$ cat src/rtl/adiv5_pkg.sv
// adiv5_pkg: shared ADIv5 SWD definitions.
//   swd_state_e  - transfer sequencer states used by swd_xfer
//   ACK_*        - 3-bit ACK encodings, bit 0 is the first bit on the wire
//   swd_req_byte - builds the 8-bit request packet, bit 0 sent first
package adiv5_pkg;

  typedef enum logic [3:0] {
    ST_IDLE,
    ST_REQ,
    ST_TRN1,
    ST_ACK,
    ST_TRN2,
    ST_WDATA,
    ST_RDATA,
    ST_TRN3,
    ST_IDLE_BITS,
    ST_DONE
  } swd_state_e;

  localparam logic [2:0] ACK_OK    = 3'b001;
  localparam logic [2:0] ACK_WAIT  = 3'b010;
  localparam logic [2:0] ACK_FAULT = 3'b100;

  // start, APnDP, RnW, A2, A3, even parity, stop, park
  function automatic logic [7:0] swd_req_byte(input logic apndp, input logic rnw,
                                              input logic [1:0] addr);
    return {1'b1, 1'b0, apndp ^ rnw ^ addr[0] ^ addr[1], addr[1], addr[0], rnw, apndp, 1'b1};
  endfunction

endpackage

$ cat src/rtl/swd_clkgen.sv
// swd_clkgen: SWDCLK divider. While EN is high a tick occurs every DIV+1
// CLK cycles and SWDCLK toggles on each tick; while EN is low SWDCLK is
// held low and the divider is cleared.
//   CLK, RESET  - system clock, synchronous active-high reset
//   EN          - run the divider
//   DIV         - half-period minus 1, in CLK cycles
//   SWDCLK      - divided clock (registered)
//   RISE / FALL - high in the CLK cycle whose closing edge raises / lowers SWDCLK
module swd_clkgen #(
  parameter int unsigned DIV_W = 8
) (
  input  logic             CLK,
  input  logic             RESET,
  input  logic             EN,
  input  logic [DIV_W-1:0] DIV,
  output logic             SWDCLK,
  output logic             RISE,
  output logic             FALL
);

  logic [DIV_W-1:0] cnt_q;
  logic             clk_q;
  logic             tick;

  assign tick   = EN && (cnt_q == DIV);
  assign RISE   = tick && !clk_q;
  assign FALL   = tick && clk_q;
  assign SWDCLK = clk_q;

  always_ff @(posedge CLK) begin
    if (RESET || !EN) begin
      cnt_q <= '0;
      clk_q <= 1'b0;
    end else if (tick) begin
      cnt_q <= '0;
      clk_q <= ~clk_q;
    end else begin
      cnt_q <= cnt_q + DIV_W'(1);
    end
  end

endmodule

$ cat src/rtl/swd_xfer.sv
// swd_xfer: single SWD transfer engine (request, turnaround, ACK, data,
// idle bits) with a valid/ready command port and a one-cycle response pulse.
//   CLK, RESET            - system clock, synchronous active-high reset
//   CMD_*                 - command handshake and request fields (A[3:2], write data)
//   RSP_*                 - response: ACK, read data, read parity error, retries used
//   CFG_DIV/TURN/RETRY    - divider, turnaround bits minus 1, max WAIT retries
//   SWDCLK/SWDIN/SWDOUT/SWDOE - SWD pins (SWDOE=1 means host drives)
// Build option: define SWD_WAIT_RETRY_EN to retry WAIT responses automatically.
module swd_xfer
  import adiv5_pkg::*;
#(
  parameter int unsigned DIV_W    = 8,
  parameter int unsigned RETRY_W  = 4,
  parameter int unsigned IDLE_CYC = 2
) (
  input  logic               CLK,
  input  logic               RESET,
  input  logic               CMD_VALID,
  output logic               CMD_READY,
  input  logic               CMD_APNDP,
  input  logic               CMD_RNW,
  input  logic [1:0]         CMD_ADDR,
  input  logic [31:0]        CMD_WDATA,
  output logic               RSP_VALID,
  output logic [2:0]         RSP_ACK,
  output logic [31:0]        RSP_RDATA,
  output logic               RSP_PERR,
  output logic [RETRY_W-1:0] RSP_RETRIES,
  input  logic [DIV_W-1:0]   CFG_DIV,
  input  logic [1:0]         CFG_TURN,
  input  logic [RETRY_W-1:0] CFG_RETRY,
  output logic               SWDCLK,
  input  logic               SWDIN,
  output logic               SWDOUT,
  output logic               SWDOE
);

  localparam logic [5:0] IDLE_LAST = (IDLE_CYC > 0) ? 6'(IDLE_CYC - 1) : '0;

  swd_state_e       state_q, state_d, fin_state, post_state;
  logic [5:0]       bit_q;
  logic [7:0]       req_q;
  logic             rnw_q;
  logic [31:0]      wdata_q, rdata_q;
  logic [DIV_W-1:0] div_q;
  logic [1:0]       turn_q;
  logic [2:0]       ack_q, ack_new;
  logic             perr_q, out_q, oe_q;
  logic             rsp_valid_q, rsp_perr_q;
  logic [2:0]       rsp_ack_q;
  logic [31:0]      rsp_rdata_q;
  logic             busy, rise, fall, turn_end, retry_ok;

  swd_clkgen #(.DIV_W(DIV_W)) u_clkgen (
    .CLK    (CLK),
    .RESET  (RESET),
    .EN     (busy),
    .DIV    (div_q),
    .SWDCLK (SWDCLK),
    .RISE   (rise),
    .FALL   (fall)
  );

`ifdef SWD_WAIT_RETRY_EN
  logic [RETRY_W-1:0] retries_q, cfg_retry_q, rsp_retries_q;
  assign RSP_RETRIES = rsp_retries_q;
`else
  logic [RETRY_W-1:0] unused_cfg_retry;
  assign unused_cfg_retry = CFG_RETRY;
  assign RSP_RETRIES      = '0;
`endif

  assign busy      = (state_q != ST_IDLE) && (state_q != ST_DONE);
  assign CMD_READY = (state_q == ST_IDLE);
  assign RSP_VALID = rsp_valid_q;
  assign RSP_ACK   = rsp_ack_q;
  assign RSP_RDATA = rsp_rdata_q;
  assign RSP_PERR  = rsp_perr_q;
  assign SWDOUT    = out_q;
  assign SWDOE     = oe_q;

  // Next state evaluated at each SWDCLK rising edge (one bit completed).
  always_comb begin
    retry_ok = 1'b0;
`ifdef SWD_WAIT_RETRY_EN
    retry_ok = (ack_q == ACK_WAIT) && (retries_q < cfg_retry_q);
`endif
    fin_state  = retry_ok ? ST_REQ : ST_DONE;
    post_state = (IDLE_CYC != 0) ? ST_IDLE_BITS : fin_state;
    ack_new    = {SWDIN, ack_q[1:0]};
    turn_end   = (bit_q == {4'd0, turn_q});
    state_d    = state_q;
    case (state_q)
      ST_REQ:       if (bit_q == 6'd7) state_d = ST_TRN1;
      ST_TRN1:      if (turn_end) state_d = ST_ACK;
      ST_ACK:       if (bit_q == 6'd2)
                      state_d = (ack_new == ACK_OK && rnw_q) ? ST_RDATA : ST_TRN2;
      ST_TRN2:      if (turn_end) state_d = (ack_q == ACK_OK) ? ST_WDATA : post_state;
      ST_WDATA:     if (bit_q == 6'd32) state_d = post_state;
      ST_RDATA:     if (bit_q == 6'd32) state_d = ST_TRN3;
      ST_TRN3:      if (turn_end) state_d = post_state;
      ST_IDLE_BITS: if (bit_q == IDLE_LAST) state_d = fin_state;
      default:      state_d = state_q;
    endcase
  end

  // Bits advance and SWDIN is sampled on RISE; pins change only on FALL, so
  // the first request bit is placed on the pin at command accept.
  always_ff @(posedge CLK) begin
    if (RESET) begin
      state_q     <= ST_IDLE;
      bit_q       <= '0;
      req_q       <= '0;
      rnw_q       <= 1'b0;
      wdata_q     <= '0;
      rdata_q     <= '0;
      div_q       <= '0;
      turn_q      <= '0;
      ack_q       <= '0;
      perr_q      <= 1'b0;
      out_q       <= 1'b1;
      oe_q        <= 1'b1;
      rsp_valid_q <= 1'b0;
      rsp_ack_q   <= '0;
      rsp_rdata_q <= '0;
      rsp_perr_q  <= 1'b0;
`ifdef SWD_WAIT_RETRY_EN
      retries_q     <= '0;
      cfg_retry_q   <= '0;
      rsp_retries_q <= '0;
`endif
    end else if (state_q == ST_IDLE) begin
      if (CMD_VALID) begin
        state_q <= ST_REQ;
        bit_q   <= '0;
        req_q   <= swd_req_byte(CMD_APNDP, CMD_RNW, CMD_ADDR);
        rnw_q   <= CMD_RNW;
        wdata_q <= CMD_WDATA;
        rdata_q <= '0;
        div_q   <= CFG_DIV;
        turn_q  <= CFG_TURN;
        ack_q   <= '0;
        perr_q  <= 1'b0;
        out_q   <= 1'b1;
        oe_q    <= 1'b1;
`ifdef SWD_WAIT_RETRY_EN
        retries_q   <= '0;
        cfg_retry_q <= CFG_RETRY;
`endif
      end
    end else if (state_q == ST_DONE) begin
      state_q     <= ST_IDLE;
      rsp_valid_q <= 1'b0;
      out_q       <= 1'b1;
      oe_q        <= 1'b1;
    end else begin
      if (rise) begin
        state_q <= state_d;
        bit_q   <= (state_d != state_q) ? '0 : bit_q + 6'd1;
        if (state_q == ST_ACK) ack_q[bit_q[1:0]] <= SWDIN;
        if (state_q == ST_RDATA) begin
          if (bit_q == 6'd32) perr_q <= SWDIN ^ (^rdata_q);
          else                rdata_q <= {SWDIN, rdata_q[31:1]};
        end
        if (state_d == ST_DONE) begin
          rsp_valid_q <= 1'b1;
          rsp_ack_q   <= ack_q;
          rsp_rdata_q <= (ack_q == ACK_OK && rnw_q) ? rdata_q : '0;
          rsp_perr_q  <= (ack_q == ACK_OK && rnw_q) ? perr_q : 1'b0;
`ifdef SWD_WAIT_RETRY_EN
          rsp_retries_q <= retries_q;
`endif
        end
`ifdef SWD_WAIT_RETRY_EN
        if (state_d == ST_REQ && state_q != ST_REQ) retries_q <= retries_q + RETRY_W'(1);
`endif
      end
      if (fall) begin
        case (state_q)
          ST_REQ: begin
            out_q <= req_q[bit_q[2:0]];
            oe_q  <= 1'b1;
          end
          ST_WDATA: begin
            out_q <= (bit_q == 6'd32) ? ^wdata_q : wdata_q[bit_q[4:0]];
            oe_q  <= 1'b1;
          end
          ST_IDLE_BITS: begin
            out_q <= 1'b0;
            oe_q  <= 1'b1;
          end
          default: begin
            out_q <= 1'b1;
            oe_q  <= 1'b0;
          end
        endcase
      end
    end
  end

endmodule

$ cat config.mk
export PLATFORM = sky130hd
export DESIGN_NAME = swd_xfer
export DESIGN_NICKNAME = d
export VERILOG_FILES = /design/src/rtl/adiv5_pkg.sv /design/src/rtl/swd_clkgen.sv /design/src/rtl/swd_xfer.sv
export SDC_FILE = /design/constraint.sdc
export NUM_CORES = 1
export LEC_CHECK = 0
export BUFFER_PORTS_ARGS = -buffer_cell sky130_fd_sc_hd__buf_2
export CAP_MARGIN = 15
export CORE_UTILIZATION = 52
export DETAILED_ROUTE_END_ITERATION = 16
export PLACE_DENSITY_LB_ADDON = 0.2
export SYNTH_ARGS = -nofsm -noshare
export SYNTH_HDL_FRONTEND = slang
export SYNTH_HIERARCHICAL = 1
export SYNTH_SLANG_ARGS = --single-unit
$ cat constraint.sdc
create_clock -name CLK -period 3.1 [get_ports CLK]
set_clock_uncertainty 0.2 [all_clocks]
set_input_delay 0.155 -clock CLK [delete_from_list [all_inputs] [get_ports CLK]]
set_output_delay 0.155 -clock CLK [all_outputs]
set_load 0.02 [all_outputs]
==> summary.md, run 1 <==
| Metric | Value |
|---|---|
| Total congestion overflow | 0 |
| Sequential Area | 2840 um^2 |
| Mapped Avg Cell Area | 8.46 um^2 |
| Gp weighted congestion | slightly above 0.9 |
| Initial DRC Count | 469 |
| GRT Util Overall | 0.242 |
| Ys flop type | dfxtp_1 |
| # port buffers | 90 |
| Core area | 13300 um^2 |
| # fillers | about 1100 |
| Slew @ Worst Pin | 0.559 ns |
| WS Path Type | reg2reg |
| CP max stage cell | or3_4 |
| Seq cells post-synth | about 140 |
| Largest net degree at the start of global routing | 57 |
| Distinct cells, synth | 70 |
| First-pass GRT wire length | 27700 um |
| Vias post-DR | 6157 |
| Unrepaired setup endpoints after global routing | no |
| Die area | 14200 um^2 |
| Vias in the first global route | 5870 |
| Post-DRT Antenna Nets | 0 |
| Asr flop ratio synth | 0 |
| Launching point of the worst reg2reg path | bit_q[1] |
| CTS Buf Count | 17 |
| Area of the multi-input gates | 3970 um^2 |
| Worst hold slack | 0.0305 ns |
| Status | complete, no violations |
| Detail Placement HPWL | 10600 um |
| Crit. End Element | register |
| DP Area | 7760 um^2 |
| Area Overhead vs Synth | 23.5% |
| Clk slew on worst S/H paths | approximately 0.06 ns |
| CP cell instances | inv_1 -> ha_1 -> and3b_1 -> and2_1 -> a21oi_1 -> or3_4 -> a2111oi_4 -> nand3_2 -> buf_12 -> mux2i_1 |
| Max-cap violations | 0 |
| Max Fanout on Critical Path | 36 |
| DRC Markers | 0 |
| Critical path launch point | bit_q[1] |
| Initial antenna violation count | 0 |
| Slew HR | 0.628 |
| Yosys warning count | 6 |
| Hold WC Path Type | in2reg |
| Flop-to-flop setup slack | between 0.2 and 0.25 ns |
| Clk Latency, worst-skew pair | 0.42 ns |
| Crit path arrival time | approximately 3.0 ns |
| Io pins | around 100 |
| DR pass1 iterations | 7 |
| Die Y | 119 um |
| F_max | about 350 MHz |
| Setup crit start kind | register |
| Wire per inst | 14.3 um |
| N_diodes | 0 |
| Leak Pwr | 3.49 nW |
| Commonest non-fill, non-tap cells in the layout | 183 x nand2_1, 142 x dfxtp_1, 95 x a21oi_1, 89 x buf_2, 74 x xnor2_1 |
| CTS tree | built |
| Starting density of the core | 0.536 |
| Post-synthesis cell area | 7150 um^2 |
| Setup_tns | 0 ns |
| Post-CTS setup buffers | 0 |
| CTS Buffer Depth | 2 |
| CTS root buf | clkbuf_16 |
| Period utilization | 0.921 |
| Post-synth EDFFs | 0 |
| Commonest non-fill, non-tap cell in the layout | nand2_1 |
| Peak supply drop | 0.447 mV |
| CTS Sinks | around 140 |
| Final Critical Period | ~2.9 ns |
| Final setup fails | 0 |
| Critical Path RT | approximately 3.2 ns |
| Slew Viols, Final | 0 |
| Cells after synthesis | 846 |
| Seq/Total Area, Yosys | 0.397 |
| Final Hold Fails | 0 |
| Worst Min Path Start | RESET |
| # rows | 42 |
| Design Area, Final | 8830 um^2 |
| Vias per cell | 5.32 |
| Final WL | 16600 um |
| Largest stage delay, worst path | 0.41 ns |
| Fin nets | 1028 |
| Fraction of layout cells with a size suffix above 1 | 0.177 |
| Die W | ~120 um |
| PD cells | 578 nW/um^2 |
| Max H-tree Level | 4 |
[final timing paths]
kind | end | depth (start not counted)
worst max-delay path | RSP_ACK[1] | 10
worst min-delay path | rdata_q[10] | 2
worst max register to register | RSP_ACK[1] | 10
worst min register to register | req_q[1] | 2
[cell families after synthesis]
kind of cell             share of synthesized area
adder cells (fa/ha/maj)                    0.00874
XOR/XNOR                                     0.102
other                                     0.000524
buffers and inverters                       0.0509
AND/OR/NAND/NOR                              0.239
multiplexers                                0.0864
flip-flops                                   0.397
AO/OA/AOI/OAI                                0.116
[metal layers]
| metal | track usage | routed length [um] | vias up |
|---|---|---|---|
| met1 | 0.298 | 7520 | 2841 |
| met3 | 0.0618 | 768 | 40 |
| met2 | 0.405 | 7900 | 173 |
| met4 | 0.0953 | 373 | 0 |
| met5 | 0 | 0 | - |
| li1 | - | - | 3103 |
[power breakdown]
group          internal [mW]  switching, mW  total [mW]
logic                  0.446          0.586        1.03
clock network           1.34          0.758        2.10
registers               1.91         0.0727        1.98
[cells in the mapped netlist, types with 3 or more instances]
master	number	share of area
nand2_1	183	0.096
xor2_1	9	0.011
o21ai_1	3	0.0021
buf_2	11	0.0077
buf_12	3	0.0084
nand4_1	6	0.0052
buf_4	4	0.0042
nor2b_1	6	0.0052
a21oi_1	95	0.066
buf_1	4	0.0021
nand4b_1	3	0.0037
and3b_1	3	0.0037
o211ai_1	3	0.0031
clkbuf_1	40	0.021
nand2b_1	44	0.038
xnor2_1	74	0.091
mux4_2	8	0.025
a31oi_1	3	0.0026
ha_1	5	0.0087
dfxtp_1	142	0.40
and2_1	3	0.0026
mux2i_1	40	0.056
inv_1	6	0.0031
a211oi_1	5	0.0052
nor2_1	38	0.020
o21ai_0	7	0.0049
nand3_1	42	0.029
[critical path: cells and delay by family (launching register included)]
family                   cells  cell delay (ns)
buffers and inverters        2             0.28
adder cells (fa/ha/maj)      1             0.19
AO/OA/AOI/OAI                2             0.50
flip-flops                   1             0.33
AND/OR/NAND/NOR              4             1.04
multiplexers                 1             0.15
[per-stage QoR]
stage               utilization  total power [mW]  instances  setup WS [ns]
floorplan                     -              2.73        849        0.00437
global placement          0.581              2.99       1079          0.242
detailed placement        0.581              3.00       1079          0.111
CTS                       0.662              5.14       1157         0.0962
global route              0.662              5.33       1157         0.0618
finish                    0.662              5.11       1157          0.244
[final cells by class]
class	count	area share
sequential	142	0.322
clock buffer	20	0.0494
multi-input combinational	635	0.449
tap	176	0.0249
timing repair buffer	165	0.133
inverter	8	0.00354
clock inverter	11	0.0188
[repair_timing]
action	4_1_cts	5_1_grt
endpoints found under the hold margin	51	0
hold buffers	47	0
resized for setup	0	1
endpoints found under the setup margin	0	5
[sequential cells by signal, summed over array words and instances (netlist names)]
name             flops
RSP_RDATA           32
rdata_q             32
wdata_q             32
div_q                8
u_clkgen/cnt_q       8
bit_q                6
req_q                6
state_q              4
RSP_ACK              3
ack_q                3
turn_q               2
RSP_PERR             1
RSP_VALID            1
SWDOE                1
SWDOUT               1
perr_q               1
u_clkgen/SWDCLK      1
Note: power is estimated with default switching activity, not from simulation.
==> inputs of run 2 (changes only) <==
--- a/config.mk
+++ b/config.mk
@@ -7,7 +7,7 @@
 export LEC_CHECK = 0
 export BUFFER_PORTS_ARGS = -buffer_cell sky130_fd_sc_hd__buf_2
 export CAP_MARGIN = 15
-export CORE_UTILIZATION = 52
+export CORE_UTILIZATION = 58
 export DETAILED_ROUTE_END_ITERATION = 16
 export PLACE_DENSITY_LB_ADDON = 0.2
 export SYNTH_ARGS = -nofsm -noshare
==> constraint.sdc (replaced) <==
create_clock -name CLK -period 2.9 [get_ports CLK]
set_clock_uncertainty 0.2 [all_clocks]
set_input_delay 0.145 -clock CLK [delete_from_list [all_inputs] [get_ports CLK]]
set_output_delay 0.145 -clock CLK [all_outputs]
set_load 0.02 [all_outputs]
==> run 2 against run 1 <==
  * Count of clock-buffer cells in the layout did not move
  * Via count increased by 6.5%
  * Setup slack lost 0.22 ns
  * Sequential share of layout area shrank 1.0 points
  * Clock power grew 6%
  * Register-to-register slack got worse by 0.22 ns
  * First-iteration DRC count decreased by 7.5%
  * Utilization grew 10 points
  * Critical path type unchanged
  * Largest cell class unchanged
  * Largest power group unchanged
  * Highest routed layer unchanged
==> summary.md, run 2 (same netlist as run 1, synthesis figures left out) <==
| Metric | Value |
|---|---|
| Fraction of layout cells with a size suffix above 1 | 0.224 (was 0.177) |
| Vias post-DR | 6559 (was 6157) |
| Design Area, Final | 9170 um^2 (was 8830 um^2) |
| CTS Buf Count | 17 (unchanged) |
| Final Critical Period | 2.87 ns (was 2.86 ns) |
| Metal2 WL | 9980 um (was 7900 um) |
| Wire per inst | 16.6 um (was 14.3 um) |
| Vias in the first global route | 6305 (was 5870) |
| Period utilization | 0.991 (was 0.921) |
| Core area | 12000 um^2 (was 13300 um^2) |
| M1 WL | 7630 um (was 7520 um) |
| Unrepaired setup endpoints after global routing | yes (was no) |
| DR pass1 iterations | 5 (was 7) |
| R2R depth | 10 (unchanged) |
| DRC Markers | 0 (unchanged) |
| Clk slew on worst S/H paths | 0.06 ns (about the same) |
| Final setup fails | 0 (unchanged) |
| Met3 WL | 896 um (was 768 um) |
| Initial antenna violation count | 0 (unchanged) |
| Status | complete, no violations (unchanged) |
| Slew @ Worst Pin | 0.768 ns (was 0.559 ns) |
| Worst hold slack | 0.0879 ns (was 0.0305 ns) |
| Setup crit start kind | register (unchanged) |
| Slew Viols, Final | 0 (unchanged) |
| PD cells | 606 nW/um^2 (was 578 nW/um^2) |
| Worst reg2reg path endpoint | RSP_RDATA[0] (was RSP_ACK[1]) |
| F_max | 348 MHz (was 350 MHz) |
| CTS tree | built (unchanged) |
| Final Hold Fails | 0 (unchanged) |
| Non-Filler Instances | 1153 (was 1157) |
| Launching point of the worst reg2reg path | u_clkgen/cnt_q[1] (was bit_q[1]) |
| Die Y | 113 um (was 119 um) |
| Max Fanout on Critical Path | 7 (was 36) |
| Peak supply drop | 0.422 mV (was 0.447 mV) |
| Uppermost layer routed | met4 (unchanged) |
| Fin nets | 1054 (was 1028) |
| Vias per cell | 5.69 (was 5.32) |
| Io pins | 99 (unchanged) |
| First-pass GRT wire length | 30300 um (was 27700 um) |
| Clk Latency, worst-skew pair | 0.43 ns (was 0.42 ns) |
| Worst Min Path Start | RESET (unchanged) |
| DP Area | 7860 um^2 (was 7760 um^2) |
| Die W | 113 um (was 119 um) |
| Slew HR | 0.488 (was 0.628) |
| Flop-to-flop setup slack | 0.03 ns (was 0.24 ns) |
| GRT Util Overall | 0.301 (was 0.242) |
| Final WL | 19100 um (was 16600 um) |
| # port buffers | 90 (unchanged) |
| Commonest non-fill, non-tap cells in the layout | 183 x nand2_1, 134 x dfxtp_1, 94 x a21oi_1, 89 x buf_2, 68 x xnor2_1 (was 183 x nand2_1, 142 x dfxtp_1, 95 x a21oi_1, 89 x buf_2, 74 x xnor2_1) |
| Hold endpoint | req_q[0] (was rdata_q[10]) |
| Commonest non-fill, non-tap cell in the layout | nand2_1 (unchanged) |
| Die area | 12800 um^2 (was 14200 um^2) |
| Dpl cells | 1067 (was 1079) |
| WS Path Type | reg2reg (unchanged) |
| Largest net degree at the start of global routing | 75 (was 57) |
| Critical Path RT | 3.04 ns (was 3.19 ns) |
| Post-DRT Antenna Nets | 0 (unchanged) |
| Total congestion overflow | 0 (unchanged) |
| Crit. End Element | register (unchanged) |
| Hold depth | 2 (unchanged) |
| Starting density of the core | 0.596 (was 0.536) |
| Initial DRC Count | 434 (was 469) |
| # rows | 40 (was 42) |
| Layout Utilization | 0.763 (was 0.662) |
| Leak Pwr | 3.65 nW (was 3.49 nW) |
| Detail Placement HPWL | 11700 um (was 10600 um) |
| Crit path arrival time | 3.01 ns (was 2.95 ns) |
| Area Overhead vs Synth | 28.1% (was 23.5%) |
| CTS Sinks | 142 (unchanged) |
| Max H-tree Level | 4 (unchanged) |
| Max-cap violations | 0 (unchanged) |
| N_diodes | 0 (unchanged) |
| Gp weighted congestion | 0.906 (was 0.924) |
| Hold WC Path Type | in2reg (unchanged) |
| CTS Buffer Depth | 2 (unchanged) |
| CTS root buf | clkbuf_16 (unchanged) |
==> run 2: final cells by class <==
cell class	count	area, um^2
Tap cell	147	184
Clock inverter	10	139
Fill cell	836	2850
Sequential cell	142	2860
Timing Repair Buffer	191	1430
Multi-Input combinational cell	635	4060
Clock buffer	20	457
Inverter	8	35.0
==> run 2: worst max-delay path by stage <==
stage | startpoint | end
final | u_clkgen/cnt_q[1] | RSP_RDATA[0]
after global routing | u_clkgen/cnt_q[1] | RSP_RDATA[0]
after CTS | bit_q[1] | RSP_RDATA[11]
after detailed placement | u_clkgen/cnt_q[2] | bit_q[2]
after global placement | u_clkgen/cnt_q[0] | bit_q[5]
after floorplan | bit_q[1] | RSP_ACK[0]
==> run 2: metal layers <==
| metal | global-route usage | vias to the layer above |
|---|---|---|
| met1 | 0.335 | 3124 |
| met5 | 0 | - |
| met2 | 0.552 | 224 |
| li1 | - | 3156 |
| met3 | 0.0659 | 55 |
| met4 | 0.127 | 0 |
==> run 2: critical path, cell delays in order (launching register included) <==
cell and delay (ns):
dfxtp_1 0.34, xnor2_1 0.25, nand4_2 0.20, nor2_4 0.14
and3b_2 0.26, o311ai_1 0.11, buf_4 0.18, a2111oi_4 0.43
nand3_4 0.25, buf_12 0.22, mux2i_1 0.18
==> run 2: per-stage QoR <==
stage / power, mW / setup slack, ns / TNS [ns]
6_report: 5.55 / 0.0261 / 0
5_1_grt: 5.76 / -0.137 / -3.10
4_1_cts: 5.48 / 0.0615 / 0
3_5_place_dp: 3.23 / 0.0422 / 0
3_3_place_gp: 3.20 / 0.138 / 0
2_1_floorplan: 2.92 / 0.00264 / 0
==> run 2: repair_timing <==
| action | in CTS | in global routing |
|---|---|---|
| pin swaps | 0 | 13 |
| endpoints found under the hold margin | 51 | 0 |
| gates cloned | 0 | 3 |
| endpoints found under the setup margin | 1 | 49 |
| resized for setup | 1 | 34 |
| hold buffers | 47 | 0 |
| buffers inserted | 0 | 6 |
==> run 2: where the power goes <==
part	internal, mW	switching, mW	total, mW
combinational	0.513	0.684	1.20
clock	1.39	0.844	2.23
sequential	2.04	0.0823	2.12
==> inputs of run 3 (changes only) <==
--- a/config.mk
+++ b/config.mk
@@ -5,9 +5,10 @@
 export SDC_FILE = /design/constraint.sdc
 export NUM_CORES = 1
 export LEC_CHECK = 0
-export BUFFER_PORTS_ARGS = -buffer_cell sky130_fd_sc_hd__buf_2
+export ABC_AREA = 1
+export BUFFER_PORTS_ARGS = -buffer_cell sky130_fd_sc_hd__buf_4
 export CAP_MARGIN = 15
-export CORE_UTILIZATION = 58
+export CORE_UTILIZATION = 59
 export DETAILED_ROUTE_END_ITERATION = 16
 export PLACE_DENSITY_LB_ADDON = 0.2
 export SYNTH_ARGS = -nofsm -noshare
==> run 3 against run 2 <==
  * Fmax is 2.7% higher
  * Worst hold slack improved by 0.028 ns
  * Register-to-register slack gained 0.08 ns
  * Global-route usage rose by 1.9 points
  * Critical path type unchanged
  * Largest power group is now combinational cells
==> summary.md, run 3 <==
| Metric | Value |
|---|---|
| Flop-to-flop setup slack | 0.10 ns (was 0.03 ns) |
| Detail Placement HPWL | 13700 um (was 11700 um) |
| Post-synthesis cell area | 8200 um^2 (was 7150 um^2) |
| Post-DRT Antenna Nets | 0 (unchanged) |
| Fraction of layout cells with a size suffix above 1 | 0.161 (was 0.224) |
| Commonest non-fill, non-tap cell in the layout | nand2_1 (unchanged) |
| Crit path arrival time | 2.95 ns (was 3.01 ns) |
| Slew @ Worst Pin | 0.858 ns (was 0.768 ns) |
| Net Sw Power | 4.36 mW (was 1.61 mW) |
| Max H-tree Level | 4 (unchanged) |
| Cells after synthesis | 1314 (was 846) |
| DR pass1 iterations | 5 (unchanged) |
| Gp weighted congestion | 0.910 (was 0.906) |
| Commonest non-fill, non-tap cells in the layout | 450 x nand2_1, 139 x dfxtp_1, 136 x nor2_1, 128 x inv_1, 115 x buf_4 (was 183 x nand2_1, 134 x dfxtp_1, 94 x a21oi_1, 89 x buf_2, 68 x xnor2_1) |
| Internal | 5.35 mW (was 3.94 mW) |
| Seq cells post-synth | 142 (unchanged) |
| DRC Markers | 0 (unchanged) |
| GRT Util Overall | 0.320 (was 0.301) |
| Worst reg2reg path endpoint | rdata_q[12] (was RSP_RDATA[0]) |
| Distinct cells, synth | 35 (was 70) |
| Initial antenna violation count | 0 (unchanged) |
| Crit. End Element | register (unchanged) |
| Launching point of the worst reg2reg path | state_q[1] (was u_clkgen/cnt_q[1]) |
| R2R depth | 19 (was 10) |
| Starting density of the core | 0.612 (was 0.596) |
| F_max | 357 MHz (was 348 MHz) |
| Total power | 9.71 mW (was 5.55 mW) |
| Die Y | 120 um (was 113 um) |
| Status | complete, no violations (unchanged) |
| Die area | 14400 um^2 (was 12800 um^2) |
| Vias in the first global route | 8087 (was 6305) |
| Clk Latency, worst-skew pair | 0.43 ns (about the same) |
| Leak Pwr | 4.81 nW (was 3.65 nW) |
| Logic pwr share | 0.508 (was 0.216) |
| # rows | 42 (was 40) |
| Post-synth EDFFs | 0 (unchanged) |
| Area Overhead vs Synth | 27.6% (was 28.1%) |
| Final setup fails | 0 (unchanged) |
| Hold depth | 6 (was 2) |
| Yosys warning count | 6 (unchanged) |
| Critical Path RT | 3.05 ns (was 3.04 ns) |
| Core area | 13400 um^2 (was 12000 um^2) |
| Wire per inst | 13.7 um (was 16.6 um) |
| Area contributors post-synth | dfxtp_1 35%, nand2_1 21%, a21oi_1 7.7% (was dfxtp_1 40%, nand2_1 9.6%, xnor2_1 9.1%) |
| Vias per cell | 5.27 (was 5.69) |
| Peak supply drop | 0.549 mV (was 0.422 mV) |
| Asr flop ratio synth | 0 (unchanged) |
| Largest area contributor in the netlist | dfxtp_1 (unchanged) |
| Sequential share of power | 0.265 (was 0.382) |
| Max-cap violations | 0 (unchanged) |
| Top cells by instance count after synthesis | 453 x nand2_1, 142 x dfxtp_1, 138 x nor2_1 (was 183 x nand2_1, 142 x dfxtp_1, 95 x a21oi_1) |
| Hold endpoint | state_q[2] (was req_q[0]) |
| Setup crit start kind | register (unchanged) |
| First-pass GRT wire length | 36700 um (was 30300 um) |
| Io pins | 99 (unchanged) |
| CTS Sinks | 142 (unchanged) |
| Total congestion overflow | 0 (unchanged) |
| CTS Buffer Depth | 2 (unchanged) |
| N_diodes | 0 (unchanged) |
| Cell with the most instances after synthesis | nand2_1 (unchanged) |
| Final WL | 22600 um (was 19100 um) |
| Sw Ratio | 0.449 (was 0.290) |
| Clk slew on worst S/H paths | 0.06 ns (about the same) |
| CTS tree | built (unchanged) |
| # port buffers | 90 (unchanged) |
| Layout Utilization | 0.781 (was 0.763) |
| WS Path Type | reg2reg (unchanged) |
| Period utilization | 0.965 (was 0.991) |
| Largest net degree at the start of global routing | 64 (was 75) |
| Worst Min Path Start | CMD_VALID (was RESET) |
| Max Fanout on Critical Path | 23 (was 7) |
| Ys flop type | dfxtp_1 (unchanged) |
| CTS root buf | clkbuf_16 (unchanged) |
| Slew Viols, Final | 0 (unchanged) |
| Hold WC Path Type | in2reg (unchanged) |
| Clk pwr share | 0.227 (was 0.402) |
| Fin nets | 1521 (was 1054) |
| Final Hold Fails | 0 (unchanged) |
| Final Critical Period | 2.80 ns (was 2.87 ns) |
| Area fraction of the dominant cell type after synthesis | 0.347 (was 0.397) |
| Initial DRC Count | 635 (was 434) |
| CTS Buf Count | 17 (unchanged) |
| Seq/Total Area, Yosys | 0.347 (was 0.397) |
| Mapped Avg Cell Area | 6.24 um^2 (was 8.46 um^2) |
| Vias post-DR | 8699 (was 6559) |
| Slew HR | 0.425 (was 0.488) |
| Die W | 120 um (was 113 um) |
| Setup_tns | 0 ns (unchanged) |
| PD cells | 928 nW/um^2 (was 606 nW/um^2) |
-- run 3: cell count changes after synthesis, moves of 49 or more --
cell / change
o21ai_0: +57
nor2_1: +100
nand2_1: +270
nand3_1: +49
inv_1: +124
xnor2_1: -56
-- run 3: per-layer routing --
metal	global-route usage	wire [um]	up-vias	part of all wire
met5	0	0	-	0
met1	0.375	9290	3924	0.41
met4	0.138	721	0	0.032
li1	-	-	4409	-
met2	0.564	11300	302	0.50
met3	0.0632	1290	64	0.057
-- run 3: metrics by stage --
step / hold slack, ns / area (um^2) / cells / worst slack, ns
2_1_floorplan: 0.106 / 8260 / 1317 / 0.0114
3_3_place_gp: 0.221 / 9060 / 1550 / 0.0426
3_5_place_dp: 0.230 / 9060 / 1550 / -0.0783
4_1_cts: 0.0953 / 10300 / 1642 / -0.0166
5_1_grt: 0.142 / 10500 / 1651 / -0.0819
6_report: 0.116 / 10500 / 1651 / 0.103
-- run 3: worst max path at each step --
stage / from / end / slack [ns] / depth (start not counted)
floorplan: state_q[3] / rdata_q[6] / 0.01 / 24
global placement: state_q[3] / RSP_ACK[2] / 0.04 / 18
detailed placement: state_q[3] / rdata_q[2] / -0.08 / 21
CTS: state_q[3] / rdata_q[2] / -0.02 / 21
global route: state_q[3] / rdata_q[2] / -0.08 / 21
finish: state_q[1] / rdata_q[12] / 0.10 / 19
-- run 3: power groups by stage --
stage          clock network (mW)  logic (mW)  registers, mW
2_1_floorplan                   0        3.32           2.59
3_3_place_gp                    0        4.16           2.58
3_5_place_dp                    0        4.27           2.59
4_1_cts                      2.21        4.50           2.55
5_1_grt                      2.31        5.47           2.61
6_report                     2.21        4.93           2.57
-- run 3: cell type report --
type	instances	area, um^2
sequential	142	2850
tap	176	220
inverter	143	557
timing repair inverter	2	20.0
multi-input combinational	974	4630
clock inverter	10	110
clock buffer	22	484
fill	1031	2940
timing repair buffer	182	1590
-- run 3: logic make-up (layout without fill, tap and decap cells) --
group / after synthesis / count (layout) / synth area share
adder cells (fa/ha/maj): 5 / 5 / 0.00763
AO/OA/AOI/OAI: 209 / 209 / 0.142
XOR/XNOR: 35 / 35 / 0.0374
flip-flops: 142 / 142 / 0.347
buffers and inverters: 202 / 359 / 0.104
other: 1 / 4 / 0.000458
AND/OR/NAND/NOR: 720 / 721 / 0.361
-- run 3: repair_timing --
item                                    4_1_cts  5_1_grt
pin swaps                                     1        8
buffers inserted                              0        7
endpoints found under the setup margin       37       74
gates resized for setup                       7       22
hold buffers                                 59        0
hold endpoints to repair                     49        0
gates cloned                                  1        2
-- run 3: critical path, stage by stage (launching register included) --
cell and delay, ns:
dfxtp_1 0.40, nor2_1 0.13, nand2_4 0.11, inv_4 0.04, nor2_4 0.10, inv_2 0.05, a21oi_2 0.09, nand3_1 0.08
nor2_2 0.17, nand2_2 0.10, nor2_4 0.11, inv_2 0.05, nand2_2 0.08, o21ai_4 0.10, nor2_4 0.12, inv_2 0.06
nor2_4 0.26, buf_6 0.17, inv_8 0.08, a211oi_2 0.21
